### config.mk
export PLATFORM = sky130hd
export DESIGN_NAME = result_router
export DESIGN_NICKNAME = d
export VERILOG_FILES = /design/src/rtl/result_router_pkg.sv /design/src/rtl/result_fifo.sv /design/src/rtl/result_router.sv
export SDC_FILE = /design/constraint.sdc
export NUM_CORES = 1
export LEC_CHECK = 0
export ABC_AREA = 1
export CAP_MARGIN = 25
export CORE_MARGIN = 5
export CORE_UTILIZATION = 49
export CTS_CLUSTER_DIAMETER = 50
export DETAILED_ROUTE_END_ITERATION = 12
export PLACE_DENSITY = 0.77
export SYNTH_ARGS = -nofsm -noshare
export SYNTH_HDL_FRONTEND = slang
export SYNTH_SLANG_ARGS = --single-unit
### constraint.sdc
create_clock -name clk -period 12.63 [get_ports clk]
set_clock_uncertainty 0.1 [all_clocks]
set_input_delay 2.526 -clock clk [delete_from_list [all_inputs] [get_ports clk]]
set_output_delay 2.526 -clock clk [all_outputs]
set_load 0.01 [all_outputs]
### src/rtl/result_router_pkg.sv
// Shared unit-tag encoding for the result arbiter and result router.
package result_router_pkg;

    localparam int NUM_UNITS = 3;

    localparam logic [2:0] UNIT_A = 3'b001;
    localparam logic [2:0] UNIT_B = 3'b010;
    localparam logic [2:0] UNIT_C = 3'b100;

    function automatic logic is_onehot3(input logic [2:0] tag);
        return (tag == UNIT_A) || (tag == UNIT_B) || (tag == UNIT_C);
    endfunction

endpackage

### src/rtl/result_fifo.sv
// Per-unit result FIFO: registered head, no fall-through, no pop-through.
module result_fifo #(
    parameter int WIDTH = 64,
    parameter int DEPTH = 2
) (
    input  logic             clk,
    input  logic             rst,
    input  logic             push,
    input  logic [WIDTH-1:0] push_data,
    input  logic             pop,
    output logic             full,
    output logic             empty,
    output logic [WIDTH-1:0] head
);

    localparam int PW = (DEPTH > 1) ? $clog2(DEPTH) : 1;
    localparam int CW = $clog2(DEPTH) + 1;
    localparam logic [PW-1:0] PTR_ONE  = PW'(1);
    localparam logic [CW-1:0] CNT_ONE  = CW'(1);
    localparam logic [CW-1:0] CNT_FULL = CW'(DEPTH);

    logic [WIDTH-1:0] mem [DEPTH];
    logic [PW-1:0]    rd_ptr;
    logic [PW-1:0]    wr_ptr;
    logic [CW-1:0]    count;
    logic             do_push;
    logic             do_pop;

    assign full    = (count == CNT_FULL);
    assign empty   = (count == '0);
    assign do_push = push & ~full;
    assign do_pop  = pop & ~empty;
    assign head    = mem[rd_ptr];

    // DEPTH is a power of two, so pointers wrap naturally at their width.
    always_ff @(posedge clk or posedge rst) begin
        if (rst) begin
            rd_ptr <= '0;
            wr_ptr <= '0;
            count  <= '0;
            for (int i = 0; i < DEPTH; i++) begin
                mem[i] <= '0;
            end
        end else begin
            if (do_push) begin
                mem[wr_ptr] <= push_data;
                wr_ptr      <= wr_ptr + PTR_ONE;
            end
            if (do_pop) begin
                rd_ptr <= rd_ptr + PTR_ONE;
            end
            case ({do_push, do_pop})
                2'b10:   count <= count + CNT_ONE;
                2'b01:   count <= count - CNT_ONE;
                default: count <= count;
            endcase
        end
    end

endmodule

### src/rtl/result_router.sv
// Steers the arbitrated result stream to per-unit FIFOs by one-hot tag.
// Optional invalid-tag counter enabled with RESULT_ROUTER_ERR_CNT_EN.
module result_router
    import result_router_pkg::*;
#(
    parameter int WIDTH = 64,
    parameter int DEPTH = 2
) (
    input  logic             clk,
    input  logic             rst,
    input  logic [WIDTH-1:0] result,
    input  logic             result_valid,
    input  logic [2:0]       result_unit,
    output logic             result_ack,
    output logic [WIDTH-1:0] out_a,
    output logic [WIDTH-1:0] out_b,
    output logic [WIDTH-1:0] out_c,
    output logic             out_a_valid,
    output logic             out_b_valid,
    output logic             out_c_valid,
    input  logic             out_a_ready,
    input  logic             out_b_ready,
    input  logic             out_c_ready
`ifdef RESULT_ROUTER_ERR_CNT_EN
    ,
    output logic [15:0]      err_cnt
`endif
);

    logic                 tag_valid;
    logic [NUM_UNITS-1:0] sel;
    logic [NUM_UNITS-1:0] full;
    logic [NUM_UNITS-1:0] empty;
    logic [NUM_UNITS-1:0] push;
    logic [NUM_UNITS-1:0] pop;
    logic [NUM_UNITS-1:0] ready;
    logic [WIDTH-1:0]     head [NUM_UNITS];

    assign tag_valid = is_onehot3(result_unit);
    assign sel       = tag_valid ? result_unit : '0;

    // An invalid tag leaves sel at zero, so the word is always accepted and dropped.
    assign result_ack = ~rst & result_valid & ~|(full & sel);
    assign push       = sel & {NUM_UNITS{result_ack}};
    assign ready      = {out_c_ready, out_b_ready, out_a_ready};
    assign pop        = ~empty & ready;

    for (genvar u = 0; u < NUM_UNITS; u++) begin : g_unit
        result_fifo #(
            .WIDTH (WIDTH),
            .DEPTH (DEPTH)
        ) u_fifo (
            .clk       (clk),
            .rst       (rst),
            .push      (push[u]),
            .push_data (result),
            .pop       (pop[u]),
            .full      (full[u]),
            .empty     (empty[u]),
            .head      (head[u])
        );
    end

    assign out_a       = head[0];
    assign out_b       = head[1];
    assign out_c       = head[2];
    assign out_a_valid = ~empty[0];
    assign out_b_valid = ~empty[1];
    assign out_c_valid = ~empty[2];

`ifdef RESULT_ROUTER_ERR_CNT_EN
    always_ff @(posedge clk or posedge rst) begin
        if (rst) begin
            err_cnt <= '0;
        end else if (result_ack && !tag_valid && (err_cnt != 16'hFFFF)) begin
            err_cnt <= err_cnt + 16'd1;
        end
    end
`endif

endmodule
After elaboration in Yosys (flattened, before gate mapping):

Cells that the tools add are included.

* add/subtract/negate cells: 12
* $lt $le $gt $ge: 9
* equality and inequality tests: 12
* multiplexer cells: 22
* bitwise logic cells: 25
* reduce and logical (&&, ||, !) cells: 13

Operator list (count)
* $mux W64: 12
* $bwmux W128: 3
* $demux W64 S1: 3
* $eq A2 B2 Y1 const B: 6
* $ge A2 B2 Y1 const B: 6
* $not A1 Y2: 6
* $pmux W2 S2: 3
* $and A3 B3 Y3: 3
* $and A1 B1 Y1: 8
* $not A1 Y1: 7
* $add A1 B1 Y1 const B: 6
* $add A2 B1 Y2 const B: 3
* $eq A2 B1 Y1 const B: 3
* $logic_not A2 Y1: 3
* $lt A2 B1 Y1 const B: 3
* $reduce_bool A2 Y1: 3
* $sub A2 B1 Y2 const B: 3
* $eq A3 B1 Y1 const B: 1
* $eq A3 B2 Y1 const B: 1
* $eq A3 B3 Y1 const B: 1
* $logic_and A1 B1 Y1: 3
* $mux W3: 1
* $not A3 Y3: 1
* $reduce_or A3 Y1: 1
* other kinds (2): 3

* register bits after elaboration: 396
* input port bits: 73
* output and inout bits: 196
* word-level logic and storage cells: 108

Depth between registers and ports, before layout:

Gate-level depths: netlist of the first run.

* depth in word-level cells: 12
* gate-level depth with buffers: 11
* depth with buffers taken out: 10

Modules after synthesis:

Synthesis of the first run repeated with hierarchy kept, for this count alone.

* cells, all modules: 2448
* area, all modules: 19149.6 um^2

Modules (own cells, without submodules)
* result_fifo at g_unit[0].u_fifo ...: times used 2, cells each 807, area each 6346.1 um^2, sequential area each 3303.2 um^2
* result_fifo at g_unit[2].u_fifo: times used 1, cells each 807, area each 6338.6 um^2, sequential area each 3303.2 um^2
* result_router: times used 1, cells each 27, area each 118.9 um^2, sequential area each 0.0 um^2

Worst setup path after synthesis of the first run:

Ideal clock, no wire load.

* kind: input to output
* start point: input port result_unit[2]
* end point: output port result_ack
* data arrival time: 3.261 ns
* path slack: 6.743 ns
* stages: 5
* buffers on the path: 1
* cell sequence: inv_1 -> nand3_1 -> nor3_1 -> nor2_2 -> clkbuf_1

* cells in the longest elaborated chain, start to end: 8
* elaborated cells between the ends (all ways): 10
* those cells by class: eq/ne (3); mux (1); bitwise (2); reduce/logical (4)

RTL lines
* from (decl): RTL line result_router.sv:13 `input logic [2:0] result_unit,`
* $eq A3 B1 Y1 or $eq A3 B2 Y1 (tied branches): RTL line result_router_pkg.sv:11 `return (tag == UNIT_A) || (tag == UNIT_B) || (tag == UNIT_C);`
* $logic_or A1 B1 Y1 (2 in a row): RTL line result_router_pkg.sv:11
* $mux W3 (*): RTL line result_router.sv:40 `assign sel = tag_valid ? result_unit : '0;`
* $and A3 B3 Y3 (*): RTL line result_router.sv:43 `assign result_ack = ~rst & result_valid & ~|(full & sel);`
* $reduce_or A3 Y1 (*): RTL line result_router.sv:43
* $logic_not A1 Y1 (*): RTL line result_router.sv:43
* $and A1 B1 Y1 (*): RTL line result_router.sv:43
* to (decl): RTL line result_router.sv:14 `output logic result_ack,`

Mark *: on every way between the ends. The rest lies on a longest branch, timed or not.

Final worst setup path of the first run:

* start point: input port result_unit[1]
* end point: output port result_ack

Same word-level chain as after synthesis.

==> reports/results.tsv, run 1 <==
stage	metric	value	unit
pwr	maximum vdd ir drop	138.1	uV
timing	final setup fails	0	
pwr	pwr/cell area	237.5	mW/mm^2
setup_path	Critical path origin	result_unit[1]	
timing	max-slew violations	0	
pwr	P_sw	1.958	mW
detailed_routing	ANT nets after route	0	
placed_design	post-DP HPWL	31.51	mm
logic_synthesis	Synth Area in Compound Gates	3.723	%
detailed_routing	detailed-route wire length per cell	18.32	um
logic_synthesis	Yosys reg bits	396	
clocking	H-tree depth	2	
setup_path	worst path arrival time	4450	ps
die	Chip Height	202.4	um
run_status	status	complete, no violations	
worst_hold_path	Hold Crit Start	g_unit[2].u_fifo.mem[69]	
pwr	sequential power share	36.2	%
die	die width	202.4	um
setup_path	CP Buf/Inv Count	3	
detailed_routing	vias per inst	5.574	
setup_path	Worst EP required	10000	ps
pwr	Int Power	3.389	mW
die	row count	70	
grt	vias in the first global route	16650	
clocking	CTS clk-pin slew, worst paths	60	ps
setup_path	cell count along the critical path	6	
logic_synthesis	largest family of logic cells by synthesized area	simple AND/OR/NAND/NOR gates	
finish	fin cells	2978	
finish	post-route cell area	0.02251	mm^2
setup_path	crit path launch type	input pin	
logic_synthesis	Synth area leader	dfrtp_1	
detailed_routing	Residual DRC	0	
finish	antenna cell count	0	
worst_hold_path	Hold Path Class	flip-flop to flip-flop	
finish	utilization after layout	61.49	%
timing	part of the cycle the worst path needs	56.05	%
detailed_routing	drt first pass iters	6	
placed_design	number of placed cells counting well taps	2896	
timing	FMAX	0.1413	GHz
flow_run	MaxCap Viol Count	0	
logic_synthesis	simple-gate share of the synthesized area	35.07	%
clocking	Setup Buffers After CTS	0	
die	area of the core	0.03661	mm^2
finish	final net count	2552	
die	full die area	0.04098	mm^2
pwr	Static Leakage	11.76	nW
finish	layout cells sized above 1	4.900	%
worst_hold_path	hold path cells	2	
placed_design	IO buf count	268	
setup_path	CP max FO	47	
clocking	clk buf depth	3	
timing	Period minus WS final	7079	ps
logic_synthesis	Avg Synthesized Cell Area	7.832	um^2
clocking	Skew-Pair Late Insertion Delay	540	ps
timing	Slew @ Worst Pin	1077	ps
logic_synthesis	synth unique cells	23	
timing	RSZ-0062 raised after global routing	no	
grt	largest net degree at the start of global routing	195	
setup_path	CP max stage delay	600	ps
logic_synthesis	post-synth top area share	54.61	%
detailed_routing	DRT iter0 DRCs	1423	
placed_design	Placed Area	0.02091	mm^2
setup_path	worst-path cell with the longest stage delay	clkdlybuf4s50_1	
pwr	switch share	36.62	%
timing	Fin. Hold Viols	0	
clocking	CTS tree	yes	
grt	GR Overflow Total	0	
timing	relative slew slack	28.22	%
logic_synthesis	multiplexer share of the synthesized area	0	%
setup_path	FF-to-FF path depth	9	
setup_path	kind of critical path	input pin to output port	
clocking	clock buffer count from CTS	44	
grt	total track usage	26.29	%
pwr	Clock power frac	25.3	%
logic_synthesis	Ys Warns	0	
die	Initial Util	49.57	%
logic_synthesis	Adder-Cell Fraction of Synth Area	0.2068	%
die	io pins	269	
logic_synthesis	Post-Synth XOR/XNOR Area	0.4344	%
setup_path	CP Capture Type	output port	
detailed_routing	WL final	54.55	mm
logic_synthesis	cell count after synthesis	2317	
clocking	CTS resizes	0	
timing	setup_tns	0	ps
finish	Layout area overhead	24.06	%
logic_synthesis	mapped cell area	0.01815	mm^2
setup_path	CP Cell Sequence	clkdlybuf4s50_1 -> nand3_1 -> nor3_1 -> nor2_4 -> buf_12 -> clkdlybuf4s50_1	
logic_synthesis	sequential area share after synthesis	54.61	%
logic_synthesis	Synth area leaders	dfrtp_1, nand2_1, nand4_1, o21ai_1, buf_2	
detailed_routing	routed via count	16600	
grt	antenna violations before repair	0	
clocking	CTS Hold Bufs	0	
pwr	Comb pwr share	38.5	%
grt	first-pass GRT wire length	88.50	mm
clocking	CTS Root Cell	clkbuf_16	
clocking	total clock sinks	396	
setup_path	largest delay contributor family on the critical path	buffers and inverters	
logic_synthesis	syn nets	2393	
placed_design	gp weighted congestion	0.7821	
setup_path	launch point of the worst reg-to-reg path	g_unit[2].u_fifo.count[1]	
setup_path	CP dominant cell by count	clkdlybuf4s50_1	
-- state kept, by name, summed over array words and instances, names as in the netlist --
register / count
g_unit.u_fifo.count: 6
g_unit.u_fifo.mem: 384
g_unit.u_fifo.rd_ptr: 3
g_unit.u_fifo.wr_ptr: 3
-- metal layers --
layer  share of wire (%)  routed length [um]  track usage (%)  up-vias
li1                    -                   -                -     7774
met1                  41               22240            34.63     8035
met2                  49               26740            44.60      678
met3                 7.6                4120            4.605      111
met4                 2.7                1454            8.366        0
met5                   0                   0                0        -
-- through the flow --
| step | total power, mW | setup slack, ps | hold WS (ps) |
|---|---|---|---|
| 2_1_floorplan | 2.960 | 4674 | 341.7 |
| 3_3_place_gp | 3.938 | 5132 | 352.8 |
| 3_5_place_dp | 3.998 | 5069 | 358.0 |
| 4_1_cts | 5.372 | 5059 | 372.1 |
| 5_1_grt | 5.664 | 5477 | 379.6 |
| 6_report | 5.347 | 5551 | 369.2 |
-- cells in the final DEF, fill, tap and decap left out, types with 2 or more instances in the layout --
master / count
nand2_1: 1231
dfrtp_1: 391
clkdlybuf4s50_1: 268
nand4_1: 258
o21ai_1: 123
inv_1: 76
clkbuf_16: 45
buf_4: 21
clkbuf_8: 10
clkinv_2: 9
o21ai_0: 8
inv_2: 6
xor2_1: 6
bufinv_16: 6
nor2_1: 5
nand3_1: 5
clkbuf_1: 5
dfrtp_2: 5
a21oi_1: 4
xnor2_1: 3
clkinvlp_4: 3
ha_1: 3
buf_12: 3
nor2_4: 2
nand4_4: 2
nand3_4: 2
or2_2: 2
inv_6: 2
-- tightest hold or removal path, stage by stage, from the launching register on --
cell and delay [ps]:
dfrtp_1 340, nand2_1 50, nand2_1 50
-- layout make-up --
type	count	area (um^2)
fillers	3114	14100
clock buffers	60	1282
multi-input cells	1657	7211
repair buffers	293	2928
well taps	468	585.6
inverters	84	321.6
clock inverters	20	269.0
flip-flops and latches	396	9916
-- logic make-up after synthesis --
kind of cell | Yosys count
AOI/OAI and AO/OA | 135
buffers and inverters | 264
adders and majority gates | 3
xor gates and xnor gates | 9
and+or+nand+nor | 1510
DFF | 396
-- synthesized netlist by cell type --
cell and count:
dfrtp_1 396, nor2_4 1, nor2_1 5, buf_2 69, or2_2 2, xor2_1 6
ha_1 3, nor3_1 1, o21ai_0 8, a21oi_1 4, nor3_2 1, buf_4 1
clkbuf_1 90, nand3_1 7, buf_1 20, nor2_2 2, xnor2_1 3, nand2_1 1231
inv_1 83, nand4_2 2, nand4_1 258, o21ai_1 123, inv_2 1
-- worst paths after layout --
| check | to | slack (ps) |
|---|---|---|
| max | result_ack | 5550 |
| min | g_unit[2].u_fifo.mem[69] | 370 |
| max reg2reg | g_unit[1].u_fifo.mem[92] | 9850 |
| min reg2reg | g_unit[2].u_fifo.mem[69] | 370 |
| max in group asynchronous | g_unit[1].u_fifo.mem[31] | 8790 |
| min in group asynchronous | g_unit[1].u_fifo.count[1] | 2260 |
-- power groups by stage --
| stage | clock network [mW] | logic, mW | registers (mW) |
|---|---|---|---|
| CTS | 1.37 | 2.07 | 1.93 |
| detailed placement | 0 | 2.05 | 1.95 |
| finish | 1.35 | 2.06 | 1.94 |
| floorplan | 0 | 1.07 | 1.89 |
| global placement | 0 | 2.01 | 1.93 |
| global route | 1.42 | 2.26 | 1.99 |
(Power assumes the default switching activity.)
==> run 2, diff against run 1 <==
==> constraint.sdc (replaced) <==
create_clock -name clk -period 6.3 [get_ports clk]
set_clock_uncertainty 0.1 [all_clocks]
set_input_delay 1.26 -clock clk [delete_from_list [all_inputs] [get_ports clk]]
set_output_delay 1.26 -clock clk [all_outputs]
set_load 0.01 [all_outputs]
==> run 2 against run 1 <==
Net effect: critical path depth is the same; setup slack lost 3900 ps; worst hold slack is essentially flat; sequential cell count is the same; sequential share of layout area is essentially flat; total power grew 99%; die area is the same.
==> reports/results.tsv, run 2 (synthesis gave the netlist of run 1 again) <==
stage	metric	value	unit	change
run_status	status	complete, no violations		unchanged
grt	largest net degree at the start of global routing	259		was 195
timing	part of the cycle the worst path needs	74.07	%	
clocking	clock buffer count from CTS	45		was 44
setup_path	Worst EP required	4940	ps	was 10000 ps
timing	max-slew violations	0		unchanged
flow_run	MaxCap Viol Count	0		unchanged
clocking	H-tree depth	2		unchanged
timing	Fin. Hold Viols	0		unchanged
placed_design	gp weighted congestion	0.7837		was 0.7821
clocking	Setup Buffers After CTS	0		unchanged
setup_path	CP Capture Type	output port		unchanged
pwr	maximum vdd ir drop	246.5	uV	was 138.1 uV
finish	most frequent cells in the layout	nand2_1, dfrtp_1, clkdlybuf4s50_1		unchanged
timing	final setup fails	0		unchanged
die	die width	202.4	um	unchanged
clocking	Skew-Pair Late Insertion Delay	540	ps	about the same
detailed_routing	routed via count	16580		was 16600
grt	vias in the first global route	16450		was 16650
finish	utilization after layout	61.48	%	was 61.49%
setup_path	CP max FO	65		was 47
grt	total track usage	25.93	%	was 26.29%
timing	setup_tns	0	ps	unchanged
die	row count	70		unchanged
worst_hold_path	Hold Path Class	flip-flop to flip-flop		unchanged
die	full die area	0.04098	mm^2	unchanged
finish	layout cells sized above 1	4.817	%	was 4.900%
setup_path	kind of critical path	flip-flop to output port		was input pin to output port
setup_path	crit path launch type	flip-flop		was input pin
finish	final net count	2552		unchanged
grt	first-pass GRT wire length	88.02	mm	was 88.50 mm
setup_path	worst path arrival time	3310	ps	was 4450 ps
detailed_routing	vias per inst	5.562		was 5.574
finish	Largest register FFs	384		unchanged
detailed_routing	detailed-route wire length per cell	18.11	um	was 18.32 um
finish	fin cells	2980		was 2978
grt	antenna violations before repair	0		unchanged
finish	antenna cell count	0		unchanged
timing	Slew @ Worst Pin	1237	ps	was 1077 ps
finish	Layout area overhead	24.03	%	was 24.06%
pwr	Static Leakage	11.74	nW	was 11.76 nW
die	Chip Height	202.4	um	unchanged
detailed_routing	drt first pass iters	7		was 6
timing	Period minus WS final	4667	ps	
timing	relative slew slack	17.50	%	was 28.22%
finish	Most flops, register	g_unit.u_fifo.mem		unchanged
clocking	CTS tree	yes		unchanged
clocking	CTS Root Cell	clkbuf_16		unchanged
finish	commonest non-fill, non-tap cell in the layout	nand2_1		unchanged
detailed_routing	ANT nets after route	0		unchanged
finish	top flop regs	g_unit.u_fifo.mem: 384 flops, g_unit.u_fifo.count: 6 flops		unchanged
detailed_routing	WL final	53.96	mm	was 54.55 mm
clocking	clk buf depth	3		unchanged
timing	FMAX	0.2143	GHz	
placed_design	IO buf count	268		unchanged
grt	GR Overflow Total	0		unchanged
clocking	total clock sinks	396		unchanged
placed_design	Placed Area	0.02096	mm^2	was 0.02091 mm^2
die	area of the core	0.03661	mm^2	unchanged
placed_design	number of placed cells counting well taps	2897		was 2896
detailed_routing	DRT iter0 DRCs	1706		was 1423
finish	post-route cell area	0.02251	mm^2	about the same
clocking	CTS clk-pin slew, worst paths	60	ps	about the same
placed_design	post-DP HPWL	32.00	mm	was 31.51 mm
timing	RSZ-0062 raised after global routing	no		unchanged
die	Initial Util	49.57	%	unchanged
clocking	CTS resizes	0		unchanged
pwr	pwr/cell area	473.4	mW/mm^2	was 237.5 mW/mm^2
die	io pins	269		unchanged
clocking	CTS Hold Bufs	0		unchanged
detailed_routing	Residual DRC	0		unchanged
run 2: changes by cell type in the layout (fill, tap and decap cells not counted), moves of 2 or more:
cell / change
clkinvlp_4: +3
clkinv_2: -2
clkbuf_8: -4
buf_4: -2
clkbuf_16: +2
clkbuf_1: +4
clkinv_4: +3
buf_12: +2
run 2: final timing paths:
path | from | endpoint | slack, ps | cells past startpoint
worst max-delay path | g_unit[2].u_fifo.rd_ptr | out_c[10] | 1630 | 6
worst min register to register | g_unit[2].u_fifo.mem[88] | g_unit[2].u_fifo.mem[88] | 370 | 2
max in group asynchronous | rst | g_unit[0].u_fifo.mem[11] | 3990 | 3
worst max register to register | g_unit[0].u_fifo.count[1] | g_unit[2].u_fifo.count[1] | 3440 | 11
min in group asynchronous | rst | g_unit[1].u_fifo.mem[126] | 1290 | 3
worst min-delay path | g_unit[2].u_fifo.mem[88] | g_unit[2].u_fifo.mem[88] | 370 | 2
run 2: area by class of cell:
type,instances,area (um^2)
Inverter,84,321.6
Timing Repair Buffer,292,2925
Tap cell,468,585.6
Clock inverter,21,257.7
Multi-Input combinational cell,1657,7211
Fill cell,3144,14100
Sequential cell,396,9916
Clock buffer,62,1292
run 2: per-stage QoR:
step | power [mW] | hold WS [ps] | setup WS, ps
2_1_floorplan | 5.934 | 341.7 | -389.8
3_3_place_gp | 7.860 | 353.1 | 1995
3_5_place_dp | 7.984 | 358.3 | 1880
4_1_cts | 10.72 | 372.6 | 1598
5_1_grt | 11.32 | 382.1 | 1487
6_report | 10.66 | 369.0 | 1633
run 2: where the power goes:
part	internal (mW)	switching [mW]	total, mW
Combinational	1.70	2.36	4.06
Clock	1.65	1.05	2.70
Sequential	3.40	0.501	3.90
run 2: layer usage:
metal  up-vias  routed length (um)  GRT usage (%)
met2       664               25800          42.94
li1       7762                   -              -
met4         0                1144          6.547
met3        89                4296          4.717
met5         -                   0              0
met1      8060               22720          35.69
run 2: critical path: stages, from the launching register on:
cell and delay (ps):
dfrtp_2 380, buf_4 370, inv_2 610, buf_4 550, nand2_1 110, nand2_1 150, clkdlybuf4s50_1 560
